**config.mk**
```make
export PLATFORM = sky130hd
export DESIGN_NAME = dft_tdi_serializer
export DESIGN_NICKNAME = d
export VERILOG_FILES = /design/src/rtl/dft_tdi_serializer.sv
export SDC_FILE = /design/constraint.sdc
export NUM_CORES = 1
export LEC_CHECK = 0
export CAP_MARGIN = 20
export CORE_MARGIN = 2
export CORE_UTILIZATION = 40
export CTS_BUF_LIST = sky130_fd_sc_hd__clkbuf_8 sky130_fd_sc_hd__clkbuf_16
export DETAILED_ROUTE_END_ITERATION = 16
export PLACE_DENSITY = 0.61
export SYNTH_ARGS = -nofsm -noshare
export SYNTH_HDL_FRONTEND = slang
export SYNTH_SLANG_ARGS = --single-unit
```
**constraint.sdc**
```tcl
create_clock -name clk -period 4.8 [get_ports clk]
set_clock_uncertainty 0.1 [all_clocks]
set_input_delay 1.2 -clock clk [delete_from_list [all_inputs] [get_ports clk]]
set_output_delay 1.2 -clock clk [all_outputs]
set_load 0.05 [all_outputs]
```
**src/rtl/dft_tdi_serializer.sv**
```systemverilog
// Parallel-to-serial feeder for the DFT probe TDI/TEN pins: MSB-first shifting,
// frames delimited by data_last, and a fixed ten-low gap between frames.
module dft_tdi_serializer #(
    parameter int unsigned WIDTH      = 16,
    parameter int unsigned GAP_CYCLES = 4,
    parameter logic        PAD_BIT    = 1'b0
) (
    input  logic             clk,
    input  logic             rst,
    input  logic             abort,
    input  logic [WIDTH-1:0] data_in,
    input  logic             data_last,
    input  logic             data_valid,
    output logic             data_ready,
    output logic             tdi_o,
    output logic             ten_o,
    output logic             busy,
    output logic             word_done,
    output logic             underrun
);
    localparam int unsigned CW = $clog2(WIDTH);
    localparam int unsigned GW = $clog2(GAP_CYCLES + 1);
    localparam logic [CW-1:0] CNT_LAST = CW'(WIDTH - 1);
    localparam logic [GW-1:0] GAP_LAST = GW'(GAP_CYCLES - 1);

    typedef enum logic [1:0] {IDLE, SHIFT, UNDERRUN, GAP} state_t;

    state_t           state, state_next;
    logic [CW-1:0]    bit_cnt;
    logic [GW-1:0]    gap_cnt;
    logic [WIDTH-1:0] shreg;
    logic             last_flag;
    logic             xfer;
    logic             word_end;
    logic             tdi_next, ten_next, word_done_next, underrun_next;

    assign word_end = (state == SHIFT) && (bit_cnt == CNT_LAST);
    assign xfer     = data_valid && data_ready;

    // Ready only where a word can be taken without a bubble; abort masks it.
    always_comb begin
        data_ready = 1'b0;
        if (!abort) begin
            case (state)
                IDLE, UNDERRUN: data_ready = 1'b1;
                SHIFT:          data_ready = word_end && !last_flag;
                default:        data_ready = 1'b0;
            endcase
        end
    end

    always_ff @(posedge clk) begin
        if (rst) begin
            state <= IDLE;
        end else begin
            state <= state_next;
        end
    end

    always_comb begin
        state_next = state;
        if (abort) begin
            state_next = IDLE;
        end else begin
            case (state)
                IDLE:     if (xfer) state_next = SHIFT;
                SHIFT: begin
                    if (word_end) begin
                        if (last_flag)  state_next = GAP;
                        else if (xfer)  state_next = SHIFT;
                        else            state_next = UNDERRUN;
                    end
                end
                UNDERRUN: if (xfer) state_next = SHIFT;
                GAP:      if (gap_cnt == GAP_LAST) state_next = IDLE;
                default:  state_next = IDLE;
            endcase
        end
    end

    // Next values of the registered outputs, derived from the current state.
    always_comb begin
        tdi_next       = PAD_BIT;
        ten_next       = 1'b0;
        word_done_next = 1'b0;
        underrun_next  = underrun;
        if (abort) begin
            underrun_next = 1'b0;
        end else begin
            case (state)
                SHIFT: begin
                    tdi_next       = shreg[WIDTH-1];
                    ten_next       = 1'b1;
                    word_done_next = word_end;
                    if (word_end && !last_flag && !xfer) underrun_next = 1'b1;
                end
                UNDERRUN: ten_next = 1'b1;
                default: ;
            endcase
        end
    end

    always_ff @(posedge clk) begin
        if (rst) begin
            bit_cnt   <= '0;
            gap_cnt   <= '0;
            shreg     <= '0;
            last_flag <= 1'b0;
            tdi_o     <= PAD_BIT;
            ten_o     <= 1'b0;
            busy      <= 1'b0;
            word_done <= 1'b0;
            underrun  <= 1'b0;
        end else begin
            tdi_o     <= tdi_next;
            ten_o     <= ten_next;
            busy      <= (state_next != IDLE);
            word_done <= word_done_next;
            underrun  <= underrun_next;

            if (xfer) begin
                shreg     <= data_in;
                last_flag <= data_last;
                bit_cnt   <= '0;
            end else if (state == SHIFT) begin
                shreg <= {shreg[WIDTH-2:0], 1'b0};
                if (!word_end) bit_cnt <= bit_cnt + 1'b1;
            end

            if (state == GAP) begin
                if (gap_cnt != GAP_LAST) gap_cnt <= gap_cnt + 1'b1;
            end else begin
                gap_cnt <= '0;
            end
        end
    end
endmodule

```
==> results.sh, run 1 <==
export IMPL_finalNetCount=207
export IMPL_drc=0
export IMPL_rsz0062_at_grt="false"
export IMPL_synth_adder_area_share=0.0631
export IMPL_crit_chain="inv_1 > ha_1 > nor2_1 > o21a_1 > nor3_1 > clkdlybuf4s50_1"
export IMPL_port_buffers=26
export IMPL_syn_area_per_cell_um2=10.4
export IMPL_tritoncts="built"
export IMPL_finalInstanceArea_mm2=0.00192
export IMPL_period_minus_slack_ns=4.14
export IMPL_hold_buffers=0
export IMPL_die_h_um=67.0
export IMPL_holdPathStages=1
export IMPL_core_mm2=0.00374
export IMPL_clkLatencyLatePin_ns=0.28
export IMPL_ys_seq_area_frac=0.391
export IMPL_placed_area_mm2=0.00184
export IMPL_reg2reg_to="bit_cnt[2]"
export IMPL_wl_mm=3.10
export IMPL_syn_inst=153
export IMPL_area_growth_pct=21.3
export IMPL_drv_cap=0
export IMPL_slew_limit_headroom=0.436
export IMPL_grt_first_pass_wirelength_mm=5.33
export IMPL_synth_area_mux_share=0.107
export IMPL_layout_setup_ws_ns=0.656
export IMPL_synth_cell_type_count=37
export IMPL_dpl_cell_count=219
export IMPL_reg2reg_depth=6
export IMPL_rows=22
export IMPL_leakage_nw=0.708
export IMPL_grt_max_degree=25
export IMPL_post_place_ws_ns=0.743
export IMPL_ys_flop_type="dfxtp_1"
export IMPL_clk_pin_slew_ns=0.06
export IMPL_cpPeakStageDelay_ns=0.73
export IMPL_postCtsResizedCells=0
export IMPL_async_flop_share=0
export IMPL_finalSetupTns_ns=0
export IMPL_numCtsBuffers=5
export IMPL_route_vias_total=1206
export IMPL_synth_edf_count=0
export IMPL_hold_end="tdi_o"
export IMPL_grt_pass1_vias=1263
export IMPL_arrival_ns=2.84
export IMPL_synthSimpleGateAreaFrac=0.202
export IMPL_layout_commonest_cell="dfxtp_1"
export IMPL_htree_levels=2
export IMPL_r2r_start="state[0]"
export IMPL_yosys_area_top_type="dfxtp_1"
export IMPL_peakVddDrop_uv=127
export IMPL_drive_above_1_share=0.173
export IMPL_path_max_fanout=18
export IMPL_postCtsSetupBuffers=0
export IMPL_root_buffer="clkbuf_8"
export IMPL_track_usage=0.162
export IMPL_place_congestion=0.718
export IMPL_final_period_utilization=0.863
export IMPL_drt_first_pass_iters=4
export IMPL_drv_slew=0
export IMPL_power_density_mw_per_mm2=282
export IMPL_ios=27
export IMPL_outcome="completed"
export IMPL_gr_total_overflow=0
export IMPL_antenna_found_initial=0
export IMPL_max_freq_ghz=0.241
export IMPL_synthXorXnorAreaFrac=0.0166
export IMPL_die_width_um=67.0
export IMPL_setup_viol=0
export IMPL_diodes=0
export IMPL_synth_fp_nets=182
export IMPL_synth_seq_cells=31
export IMPL_yosys_area_top_type_share=0.391
export IMPL_ant_nets=0
export IMPL_vias_per_cell=5.31
export IMPL_hold_viol_final=0
export IMPL_hold_start="shreg[15]"
export IMPL_crit_slowest_cell="clkdlybuf4s50_1"
export IMPL_yosys_top_cells_area="dfxtp_1 39%, mux2i_1 11%, a211oi_2 7.9%"
export IMPL_reg2reg_slack_ns=2.39
export IMPL_wire_per_inst_um=13.6
export IMPL_endpoint_kind="primary output"
export IMPL_dp_hpwl_mm=2.20
export IMPL_clock_sinks=31
export IMPL_stdcell_count=227
export IMPL_critPathLaunchType="register"
export IMPL_synth_top_family_by_area="simple AND/OR/NAND/NOR gates"
export IMPL_hold_path_class="reg -> reg"
export IMPL_ys_warn_count=0
export IMPL_dieArea_mm2=0.00449
export IMPL_worst_ep_required_time_ns=3.50
export IMPL_drt_iter0_markers=77
export IMPL_worstMarginPinSlew_ns=0.846
export IMPL_synth_area_mm2=0.00159
export IMPL_synth_compound_area_share=0.163
export IMPL_setup_worst_path_class="reg -> out"
export IMPL_final_cell_mix="31 x dfxtp_1, 26 x clkdlybuf4s50_1, 17 x mux2i_1, 13 x nor2_1, 13 x nor3_1"
export IMPL_fillCellCount=367
export IMPL_cts_buffer_depth=2
export IMPL_start_util=0.424
export IMPL_fin_util=0.514
cells in the mapped netlist, drive strengths merged (2+ instances only):
| master | count |
|---|---|
| a211oi | 15 |
| a21oi | 4 |
| and3 | 2 |
| buf | 8 |
| clkbuf | 2 |
| dfxtp | 31 |
| ha | 8 |
| inv | 3 |
| mux2i | 17 |
| nand2 | 3 |
| nand3 | 4 |
| nor2 | 13 |
| nor2b | 2 |
| nor3 | 21 |
| o21ai | 3 |
| xor2 | 3 |
worst max-delay path, delay by kind of cell, from the launching register on:
| family | cells | cell delay (ns) |
|---|---|---|
| and+or+nand+nor | 2 | 0.36 |
| buffers and inverters | 2 | 0.84 |
| DFF | 1 | 0.41 |
| adders and majority gates | 1 | 0.24 |
| AOI/OAI and AO/OA | 1 | 0.71 |
kinds of logic (layout without fill, tap and decap cells):
logic type      after synthesis  in the layout
flops                        31             31
xor+xnor                      3              3
fa+ha+maj                     8              8
compound gates               29             29
buf+inv                      13             39
simple gates                 52             52
mux                          17             17
metrics by stage:
| step | power, mW | hold WS, ns |
|---|---|---|
| global placement | 0.359 | 0.362 |
| floorplan | 0.335 | 0.352 |
| CTS | 0.550 | 0.385 |
| finish | 0.543 | 0.387 |
| global route | 0.570 | 0.413 |
| detailed placement | 0.361 | 0.371 |
worst max path at each step:
| stage | from | to | slack [ns] | cells past startpoint |
|---|---|---|---|---|
| detailed placement | abort | data_ready | 0.74 | 3 |
| finish | state[0] | data_ready | 0.66 | 6 |
| CTS | state[0] | data_ready | 0.63 | 6 |
| global placement | abort | data_ready | 0.79 | 3 |
| global route | state[0] | data_ready | 0.48 | 6 |
| floorplan | state[1] | data_ready | 1.19 | 8 |
power breakdown:
group	total, mW	internal, mW	switching (mW)	leakage, nW
registers	0.276	0.270	0.00686	0.253
clock network	0.189	0.0972	0.0916	0.0505
logic	0.0777	0.0382	0.0395	0.404
sequential cells by signal (all words and copies together), names as in the netlist:
name and flops:
shreg 16, gap_cnt 3, underrun 1, word_done 1, ten_o 1, busy 1, state 2, bit_cnt 4
tdi_o 1, last_flag 1
layer usage:
layer / part of all wire / track usage / vias up
li1: - / - / 607
met1: 0.43 / 0.174 / 573
met2: 0.52 / 0.286 / 19
met3: 0.029 / 0.0405 / 7
met4: 0.020 / 0.0893 / 0
met5: 0 / 0 / -
area by class of cell:
class	count	area [µm²]	area share
Clock buffer	5	68.8	0.0358
Sequential cell	31	621	0.322
Timing Repair Buffer	28	275	0.143
Clock inverter	3	12.5	0.00650
Tap cell	48	60.1	0.0312
Inverter	3	11.3	0.00585
Multi-Input combinational cell	109	876	0.455
(Power assumes the default switching activity.)
==> run 2, diff against run 1 <==
--- a/config.mk
+++ b/config.mk
@@ -7,10 +7,10 @@
 export LEC_CHECK = 0
 export CAP_MARGIN = 20
 export CORE_MARGIN = 2
-export CORE_UTILIZATION = 40
+export CORE_UTILIZATION = 25
 export CTS_BUF_LIST = sky130_fd_sc_hd__clkbuf_8 sky130_fd_sc_hd__clkbuf_16
 export DETAILED_ROUTE_END_ITERATION = 16
-export PLACE_DENSITY = 0.61
+export PLACE_DENSITY = 0.42
 export SYNTH_ARGS = -nofsm -noshare
 export SYNTH_HDL_FRONTEND = slang
 export SYNTH_SLANG_ARGS = --single-unit
==> results.sh, run 2 (synthesis gave the netlist of run 1 again) <==
export IMPL_outcome="completed"
export IMPL_htree_levels=2
export IMPL_finalSetupTns_ns=0
export IMPL_cts_buffer_depth=2
export IMPL_gr_total_overflow=0
export IMPL_drt_iter0_markers=47
export IMPL_drive_above_1_share=0.189
export IMPL_drc=0
export IMPL_final_period_utilization=0.835
export IMPL_clkLatencyLatePin_ns=0.28
export IMPL_slew_limit_headroom=0.419
export IMPL_drt_first_pass_iters=4
export IMPL_die_h_um=83.7
export IMPL_dp_hpwl_mm=2.34
export IMPL_numCtsBuffers=5
export IMPL_max_freq_ghz=0.250
export IMPL_root_buffer="clkbuf_8"
export IMPL_period_minus_slack_ns=4.01
export IMPL_reg2reg_slack_ns=2.45
export IMPL_regMostFlops="shreg"
export IMPL_fillCellCount=658
export IMPL_postCtsSetupBuffers=0
export IMPL_worst_ep_required_time_ns=3.50
export IMPL_wl_mm=3.29
export IMPL_finalPower_uw=585
export IMPL_ios=27
export IMPL_path_max_fanout=5
export IMPL_reg_top3="shreg: 16 flops, bit_cnt: 4 flops, gap_cnt: 3 flops"
export IMPL_wire_per_inst_um=12.8
export IMPL_diodes=0
export IMPL_port_buffers=26
export IMPL_place_congestion=0.756
export IMPL_hold_path_class="reg -> reg"
export IMPL_leakage_nw=0.713
export IMPL_hold_viol_final=0
export IMPL_area_growth_pct=25.5
export IMPL_postCtsResizedCells=0
export IMPL_track_usage=0.0997
export IMPL_power_density_mw_per_mm2=294
export IMPL_hold_end="tdi_o"
export IMPL_route_vias_total=1215
export IMPL_rsz0062_at_grt="false"
export IMPL_peakVddDrop_uv=121
export IMPL_clk_pin_slew_ns=0.07
export IMPL_start_util=0.254
export IMPL_grt_max_degree=25
export IMPL_dieArea_mm2=0.00700
export IMPL_endpoint_kind="primary output"
export IMPL_holdPathStages=1
export IMPL_antenna_found_initial=0
export IMPL_die_width_um=83.7
export IMPL_critPathLaunchType="primary input"
export IMPL_tritoncts="built"
export IMPL_grt_first_pass_wirelength_mm=5.64
export IMPL_finalNetCount=208
export IMPL_arrival_ns=2.71
export IMPL_reg2reg_depth=5
export IMPL_setup_worst_path_class="in -> out"
export IMPL_hold_buffers=0
export IMPL_layout_commonest_cell="dfxtp_1"
export IMPL_rows=29
export IMPL_grt_pass1_vias=1212
export IMPL_hold_start="shreg[15]"
export IMPL_drv_slew=0
export IMPL_final_cell_mix="31 x dfxtp_1, 26 x clkdlybuf4s50_1, 17 x mux2i_1, 13 x nor2_1, 13 x nor3_1"
export IMPL_vias_per_cell=4.73
export IMPL_clock_sinks=31
export IMPL_worstMarginPinSlew_ns=0.872
export IMPL_reg2reg_to="busy"
export IMPL_largest_register_ffs=16
export IMPL_core_mm2=0.00624
export IMPL_setup_viol=0
export IMPL_cp_startpoint="abort"
export IMPL_drv_cap=0
export IMPL_ant_nets=0
export IMPL_r2r_start="state[0]"
run 2: cell count changes in the layout (fill, tap and decap cells not counted):
cell | before | now
clkbuf_8 | 5 | 7
buf_4 | 2 | 3
clkinv_2 | 1 | 0
inv_1 | 5 | 3
clkinvlp_4 | 0 | 1
run 2: worst max path at each step:
| stage | end | cells after the start |
|---|---|---|
| 2_1_floorplan | data_ready | 8 |
| 3_3_place_gp | data_ready | 3 |
| 3_5_place_dp | data_ready | 3 |
| 4_1_cts | data_ready | 3 |
| 5_1_grt | data_ready | 3 |
| 6_report | data_ready | 3 |
run 2: layer usage:
metal | GRT usage | vias up | share of wire
li1 | - | 609 | -
met1 | 0.118 | 580 | 0.45
met2 | 0.170 | 24 | 0.49
met3 | 0.0247 | 2 | 0.042
met4 | 0.0440 | 0 | 0.011
met5 | 0 | - | 0
run 2: report_power, final:
part | leakage [nW] | total, mW | switching (mW) | internal, mW
clock network | 0.0505 | 0.230 | 0.0995 | 0.130
registers | 0.253 | 0.276 | 0.00680 | 0.269
logic | 0.410 | 0.0789 | 0.0401 | 0.0387
run 2: layout make-up:
cell class | instances | area [µm²] | area share
clock buffer | 7 | 96.3 | 0.0484
clock inverter | 1 | 7.51 | 0.00377
inverter | 3 | 11.3 | 0.00566
multi-input combinational | 109 | 876 | 0.440
sequential | 31 | 621 | 0.312
tap | 77 | 96.3 | 0.0484
timing repair buffer | 29 | 283 | 0.142
run 2: critical path, stage by stage:
cell and delay (ns):
clkdlybuf4s50_1 0.48, nor3_1 0.20, clkdlybuf4s50_1 0.83
run 2: metrics by stage:
step | hold WS (ns) | instance area [µm²] | setup slack, ns | util | instances
floorplan | 0.352 | 1590 | 1.19 | - | 153
global placement | 0.366 | 1890 | 0.814 | 0.302 | 249
detailed placement | 0.371 | 1890 | 0.780 | 0.302 | 249
CTS | 0.388 | 1990 | 0.778 | 0.319 | 257
global route | 0.391 | 1990 | 0.744 | 0.319 | 257
finish | 0.384 | 1990 | 0.792 | 0.319 | 257
